$ cat config.mk
export PLATFORM = sky130hd
export DESIGN_NAME = vga_fb_arbiter
export DESIGN_NICKNAME = d
export VERILOG_FILES = /design/src/rtl/vga_fb_arbiter.sv
export SDC_FILE = /design/constraint.sdc
export NUM_CORES = 1
export LEC_CHECK = 0
export BUFFER_PORTS_ARGS = -buffer_cell sky130_fd_sc_hd__buf_2
export CAP_MARGIN = 15
export CELL_PAD_IN_SITES_DETAIL_PLACEMENT = 1
export CELL_PAD_IN_SITES_GLOBAL_PLACEMENT = 1
export CORE_MARGIN = 2
export CORE_UTILIZATION = 37
export DETAILED_ROUTE_END_ITERATION = 16
export GPL_TIMING_DRIVEN = 0
export PLACE_DENSITY_LB_ADDON = 0.08
export SYNTH_ARGS = -nofsm -noshare
export SYNTH_HDL_FRONTEND = slang
export SYNTH_SLANG_ARGS = --single-unit
$ cat constraint.sdc
create_clock -name clk_i -period 5.2 [get_ports clk_i]
set_input_delay 1.56 -clock clk_i [delete_from_list [all_inputs] [get_ports clk_i]]
set_output_delay 1.56 -clock clk_i [all_outputs]
set_load 0.01 [all_outputs]
$ cat src/rtl/vga_fb_arbiter.sv
// Frame-buffer RAM arbiter: display scan-out reads take every RAM cycle they need, and the
// remaining cycles are shared round-robin between NumWr pixel writers via a req/gnt handshake.
module vga_fb_arbiter #(
  parameter int unsigned NumWr       = 2,
  parameter int unsigned AddrW       = 15,
  parameter int unsigned DataW       = 8,
  parameter int unsigned FbW         = 160,
  parameter int unsigned FbH         = 120,
  parameter int unsigned ScaleSh     = 2,
  parameter int unsigned WrBlankOnly = 0
) (
  input  logic                   clk_i,
  input  logic                   reset_i,
  input  logic                   pix_tick_i,
  input  logic [9:0]             pixel_x_i,
  input  logic [9:0]             pixel_y_i,
  input  logic                   de_i,
  input  logic [NumWr-1:0]       wr_req_i,
  input  logic [NumWr*AddrW-1:0] wr_addr_i,
  input  logic [NumWr*DataW-1:0] wr_data_i,
  output logic [NumWr-1:0]       wr_gnt_o,
  output logic                   ram_en_o,
  output logic                   ram_we_o,
  output logic [AddrW-1:0]       ram_addr_o,
  output logic [DataW-1:0]       ram_wdata_o,
  input  logic [DataW-1:0]       ram_rdata_i,
  output logic [DataW-1:0]       pix_data_o,
  output logic                   pix_valid_o,
  output logic                   err_addr_o
);

  localparam int unsigned PtrW   = (NumWr > 1) ? $clog2(NumWr) : 1;
  localparam int unsigned FbSize = FbW * FbH;

  logic [PtrW-1:0]  ptr_q, ptr_d;
  logic [NumWr-1:0] wr_gnt_q, wr_gnt_d;
  logic             ram_en_q, ram_en_d;
  logic             ram_we_q, ram_we_d;
  logic [AddrW-1:0] ram_addr_q, ram_addr_d;
  logic [DataW-1:0] ram_wdata_q, ram_wdata_d;
  logic             err_q, err_d;
  logic             p1_valid_q, p1_de_q, p2_valid_q, p2_de_q;
  logic             pix_valid_q;
  logic [DataW-1:0] pix_data_q, pix_data_d;

  logic             rd_req;
  logic [31:0]      rd_lin;
  logic [NumWr-1:0] elig;
  logic [PtrW-1:0]  cand;
  logic [PtrW-1:0]  win_idx;
  logic             win_found;
  logic [AddrW-1:0] sel_addr;
  logic [DataW-1:0] sel_data;

  always_comb begin
    rd_req = pix_tick_i & de_i;
    rd_lin = 32'(pixel_y_i >> ScaleSh) * FbW + 32'(pixel_x_i >> ScaleSh);

    // A writer granted this cycle still shows its old request; mask it out.
    for (int i = 0; i < NumWr; i++) begin
      elig[i] = wr_req_i[i] & ~wr_gnt_q[i] & ((WrBlankOnly == 0) | ~de_i);
    end

    cand      = '0;
    win_idx   = '0;
    win_found = 1'b0;
    for (int k = 0; k < NumWr; k++) begin
      cand = PtrW'((32'(ptr_q) + 32'(k)) % NumWr);
      if (!win_found && elig[cand]) begin
        win_found = 1'b1;
        win_idx   = cand;
      end
    end

    sel_addr = wr_addr_i[32'(win_idx) * AddrW +: AddrW];
    sel_data = wr_data_i[32'(win_idx) * DataW +: DataW];
  end

  always_comb begin
    ptr_d       = ptr_q;
    wr_gnt_d    = '0;
    ram_en_d    = 1'b0;
    ram_we_d    = 1'b0;
    ram_addr_d  = ram_addr_q;
    ram_wdata_d = ram_wdata_q;
    err_d       = err_q;

    if (rd_req) begin
      ram_en_d   = 1'b1;
      ram_addr_d = rd_lin[AddrW-1:0];
    end else if (win_found) begin
      wr_gnt_d[win_idx] = 1'b1;
      if (32'(win_idx) == NumWr - 1) begin
        ptr_d = '0;
      end else begin
        ptr_d = win_idx + PtrW'(1);
      end
      // Out-of-range writes are acknowledged but never reach the RAM.
      if (32'(sel_addr) >= FbSize) begin
        err_d = 1'b1;
      end else begin
        ram_en_d    = 1'b1;
        ram_we_d    = 1'b1;
        ram_addr_d  = sel_addr;
        ram_wdata_d = sel_data;
      end
    end
  end

  always_comb begin
    pix_data_d = pix_data_q;
    if (p2_valid_q) begin
      pix_data_d = p2_de_q ? ram_rdata_i : '0;
    end
  end

  always_ff @(posedge clk_i or posedge reset_i) begin
    if (reset_i) begin
      ptr_q       <= '0;
      wr_gnt_q    <= '0;
      ram_en_q    <= 1'b0;
      ram_we_q    <= 1'b0;
      ram_addr_q  <= '0;
      ram_wdata_q <= '0;
      err_q       <= 1'b0;
      p1_valid_q  <= 1'b0;
      p1_de_q     <= 1'b0;
      p2_valid_q  <= 1'b0;
      p2_de_q     <= 1'b0;
      pix_valid_q <= 1'b0;
      pix_data_q  <= '0;
    end else begin
      ptr_q       <= ptr_d;
      wr_gnt_q    <= wr_gnt_d;
      ram_en_q    <= ram_en_d;
      ram_we_q    <= ram_we_d;
      ram_addr_q  <= ram_addr_d;
      ram_wdata_q <= ram_wdata_d;
      err_q       <= err_d;
      p1_valid_q  <= pix_tick_i;
      p1_de_q     <= de_i;
      p2_valid_q  <= p1_valid_q;
      p2_de_q     <= p1_de_q;
      pix_valid_q <= p2_valid_q;
      pix_data_q  <= pix_data_d;
    end
  end

  assign wr_gnt_o    = wr_gnt_q;
  assign ram_en_o    = ram_en_q;
  assign ram_we_o    = ram_we_q;
  assign ram_addr_o  = ram_addr_q;
  assign ram_wdata_o = ram_wdata_q;
  assign pix_data_o  = pix_data_q;
  assign pix_valid_o = pix_valid_q;
  assign err_addr_o  = err_q;

endmodule

## Word level (Yosys, flattened, before mapping)

Cells that the tools add are included.

- RAM bits: 0
- Input bits: 80
- Latch bits: 0
- Flip-flop bits (word level): 42
- Output and inout port bits: 37
- Memories kept: 0
- Bits in read-only memories: 0

- $mul: 2
- Bitwise operators: 7
- Div/mod/pow operators: 0
- Add/sub/neg operators: 3
- Equality and inequality tests: 1
- Shift operators: 2
- $lt $le $gt $ge: 5
- Multiplexer cells: 21
- Reductions and logical operators: 8

Operators by type and width:

| cell | number |
|---|---|
| 15-bit 2-to-1 mux | 3 |
| 30-bit by 6-bit variable part select with 15-bit output | 1 |
| 16-bit by 5-bit variable part select with 8-bit output | 1 |
| 15-bit by 8-bit adder with 15-bit output | 1 |
| 15-bit >= comparator, second input constant | 1 |
| 1-bit 2-to-1 mux | 14 |
| 8-bit by 3-bit multiplier with 10-bit output, second input constant | 1 |
| 8-bit 2-to-1 mux | 1 |
| 1-bit by 2-bit < comparator with 1-bit output, second input constant | 3 |
| 3-bit AND reduction | 2 |
| 1-bit by 4-bit multiplier with 5-bit output, second input constant | 1 |
| 2-bit 2-to-1 mux | 2 |
| 1-bit NOT | 4 |
| 2-bit AND reduction | 2 |
| 1-bit bitwise AND | 3 |
| 1-bit adder, second input constant | 2 |
| 1-bit logical AND | 2 |
| 2-bit != test, second input constant | 1 |
| 2-bit nonzero test | 1 |
| 1-bit demux with 1-bit select | 1 |
| 1-bit >= comparator, second input constant | 1 |
| 1-bit zero test | 1 |

## Longest topological paths before layout

- Word-level depth: 14
- Mapped depth: 10
- Gate-level depth less buffers: 10

## Worst setup path before layout

OpenSTA, ideal clock, no wires.

- Path kind: input to register
- Start: in pixel_y_i[4]
- End: reg ram_addr_q[13], in the netlist ram_addr_o[13]
- Slack: 1512 ps
- Data required time: 5074 ps
- Library setup time: 126 ps
- Cell stages on the path: 8
- Arrival: 3562 ps
- Path through: ha_1 -> ha_1 -> a211oi_1 -> nor2_1 -> nor4_1 -> nand3b_1 -> xnor2_1 -> a221o_1

- Cells in the longest elaborated chain, start to end: 3

RTL lines:

| item | line | text |
|---|---|---|
| start, declared | 16 | `input logic [9:0] pixel_y_i,` |
| 8-bit by 3-bit multiplier with 10-bit output | 57 | `rd_lin = 32'(pixel_y_i >> ScaleSh) * FbW + 32'(pixel_x_i >> ScaleSh);` |
| 15-bit by 8-bit adder with 15-bit output | 57 |  |
| 15-bit 2-to-1 mux | 88 | `if (rd_req) begin` |
| end signal, assigned | 137 | `ram_addr_q <= ram_addr_d;` |
| end, declared | 39 | `logic [AddrW-1:0] ram_addr_q, ram_addr_d;` |

Every way passes these cells.
A chain may end at the register's enable or synchronous reset.

## Final worst setup path

Same ends and word-level chain as after synthesis.

==> results.json <==
{
  "cpMaxStageDelayCell": "a211oi_1",
  "num_io_pins": 117,
  "path_common_cell": "ha_1",
  "ys_dominant_reg_cell": "dfrtp_1",
  "initial_core_util_pct": 37.8,
  "min_period_ns": 3.75,
  "yosysTopAreaCell": "dfrtp_1",
  "grt_pass1_wl_mm": 12.2,
  "drt_pass1_iterations": 4,
  "ctsHoldBuffers": 0,
  "grt_use_total_pct": 20.7,
  "fillCellCount": 857,
  "vias": 2387,
  "die_area_sq_mm": 0.00754,
  "grt_max_degree": 26,
  "synth_edf_count": 0,
  "hold_path.class": "reg -> reg",
  "yosysSeqAreaShare_pct": 41.4,
  "final_nets": 482,
  "htreeDepth": 2,
  "syn_avg_cell_area_sq_um": 9.58,
  "cts_tree": "built",
  "cts_root_buf": "clkbuf_8",
  "irDropWorstVdd_uv": 111,
  "syn-cell-area_sq_mm": 0.00254,
  "synthArstFlopShare_pct": 100,
  "drc_errors": 0,
  "rows": 30,
  "synth_nets": 362,
  "setup_tns_ns": 0,
  "chipWidth_um": 86.8,
  "synth_top_area_share_pct": 41.4,
  "vias_per_cell": 5.12,
  "post-cts-setup-buffers": 0,
  "drive_gt1_share_pct": 36.5,
  "io_buffer_count": 112,
  "layout_common_cells": "buf_2, dfrtp_1, nand2_1",
  "cts.repair.resized": 0,
  "layout_commonest_cell": "buf_2",
  "synth_area_leaders": "dfrtp_1, mux2i_1, ha_1",
  "clock.fmax_mhz": 267,
  "postSynthCellCount": 265,
  "wire_per_inst_um": 15.5,
  "maxCapViolCount": 0,
  "hpwl_mm": 5.89,
  "clk_pin_slew_ns": 0.09,
  "insertion_delay_ns": 0.30,
  "ys_ff_latch": 42,
  "rsz0062_at_grt": "false",
  "fin_crit_sh_pct": 72.1,
  "slowest_delay_ns": 0.48,
  "power.total_mw": 1.04,
  "worstPathMaxFanout": 4,
  "die_y_um": 86.8,
  "cts_made_buffers": 5,
  "antenna_left": 0,
  "grt_antenna_before_repair": 0,
  "hold_viol": 0,
  "tritoncts_num_sinks": 42,
  "area_growth_pct": 31.2,
  "crit_path_start_kind": "input pin",
  "critPathKind": "in -> reg",
  "n_antenna_cell": 0,
  "worstPathRequired_ns": 5.39,
  "overflow": 0,
  "setup_viol": 0,
  "max-clock-path-buffers": 2,
  "path_cells": "buf_2 -> ha_1 -> ha_1 -> a211oi_1 -> nor2_1 -> nor4_1 -> nand3b_1 -> xnor2_1 -> a221o_1",
  "worst-slew-pin-transition_ns": 0.662,
  "power-per-cell-area_mw_per_mm2": 311,
  "final_max_slew_viol_count": 0,
  "leakagePower_nw": 1.73,
  "maxSlewHeadroom_pct": 55.4,
  "worstPathArrival_ns": 3.93,
  "grt_pass1_vias": 2514,
  "core-area_sq_mm": 0.00672,
  "cp-end-kind": "flop",
  "wirelength_mm": 7.23,
  "fin_skew_ns": 0.00761,
  "status": "complete, no violations",
  "synth_cell_types": 47,
  "yosysWarnings": 0,
  "gp_congestion": 0.759,
  "drtIter0Drc": 58
}
## routing by layer
metal / track usage (%) / part of all wire, % / wire length, um
met1: 26.7 / 45 / 3230
met2: 36.0 / 49 / 3570
met3: 3.05 / 4.6 / 336
met4: 5.54 / 1.2 / 88
met5: 0 / 0 / 0
## report_power, final
group,switching [mW],internal [mW],total [mW]
Combinational,0.194,0.160,0.353
Clock,0.122,0.144,0.266
Sequential,0.0315,0.387,0.418
## through the flow
step | instance area, sq um | hold slack (ns) | setup WS [ns] | instances | utilization [%]
floorplan | 2540 | 0.331 | 1.51 | 265 | -
global placement | 3200 | 0.332 | 1.19 | 457 | 47.6
detailed placement | 3220 | 0.336 | 1.11 | 458 | 47.9
CTS | 3330 | 0.357 | 1.45 | 466 | 49.6
global route | 3330 | 0.368 | 1.22 | 466 | 49.6
finish | 3330 | 0.356 | 1.45 | 466 | 49.6
## cells in the mapped netlist (2+ instances only)
cell type / count
inv_1: 19
clkbuf_1: 5
a211oi_2: 2
o311ai_0: 5
nand2b_1: 3
mux2i_1: 19
a21o_1: 3
o211ai_1: 3
o21ai_0: 23
o221ai_1: 2
buf_4: 3
buf_6: 2
xor2_1: 5
nor3_1: 5
fa_1: 2
nand2_1: 39
buf_2: 3
o22ai_1: 2
dfrtp_1: 42
or2_1: 2
nor2_1: 14
and2_1: 2
a211oi_1: 3
a221o_1: 4
a21oi_1: 5
nand3_1: 8
nor2b_1: 3
xnor2_1: 4
ha_1: 15
## critical path, delay by kind of cell
family,cells,cell delay [ns]
adders and majority gates,2,0.60
AOI/OAI and AO/OA,2,0.77
and+or+nand+nor,3,0.76
buffers and inverters,1,0.11
xor gates and xnor gates,1,0.15
## final cells by class
cell class              instances  area, sq um  area share (%)
inverters                      19         71.3            2.14
flip-flops and latches         42         1050            31.5
plain buffers                  13         78.8            2.37
clock inverters                 3         43.8            1.31
clock buffers                   5         68.8            2.07
multi-input cells             191         1340            40.1
repair buffers                113          581            17.4
well taps                      80          100            3.00
## sequential cells by signal, indices dropped and copies added, names as in the netlist
| register | cells |
|---|---|
| ram_en_o | 1 |
| ram_addr_o | 15 |
| ram_we_o | 1 |
| err_addr_o | 1 |
| p2_valid_q | 1 |
| pix_valid_o | 1 |
| ram_wdata_o | 8 |
| pix_data_o | 8 |
| p2_de_q | 1 |
| wr_gnt_o | 2 |
| ptr_q | 1 |
| p1_valid_q | 1 |
| p1_de_q | 1 |
## cell families (layout without fill, tap and decap cells)
kind of cell	count (synthesis)	after routing	share of synthesized area, %
muxes	20	20	7.93
AOI/OAI and AO/OA	59	59	16.4
and+or+nand+nor	86	86	16.3
adders and majority gates	17	17	8.97
DFF	42	42	41.4
xor gates and xnor gates	9	9	3.10
buffers and inverters	32	153	5.91
## worst paths after layout
path	cells after the start	from	end	slack, ns
max reg2reg	9	wr_gnt_o[1]	ram_addr_o[2]	3.13
min in group asynchronous	2	reset_i	ram_addr_o[9]	1.24
min reg2reg	0	p1_de_q	p2_de_q	0.36
max	9	pixel_y_i[4]	ram_addr_o[13]	1.45
min	0	p1_de_q	p2_de_q	0.36
max in group asynchronous	3	reset_i	ram_addr_o[4]	3.50
Note: power is estimated with default switching activity, not from simulation.
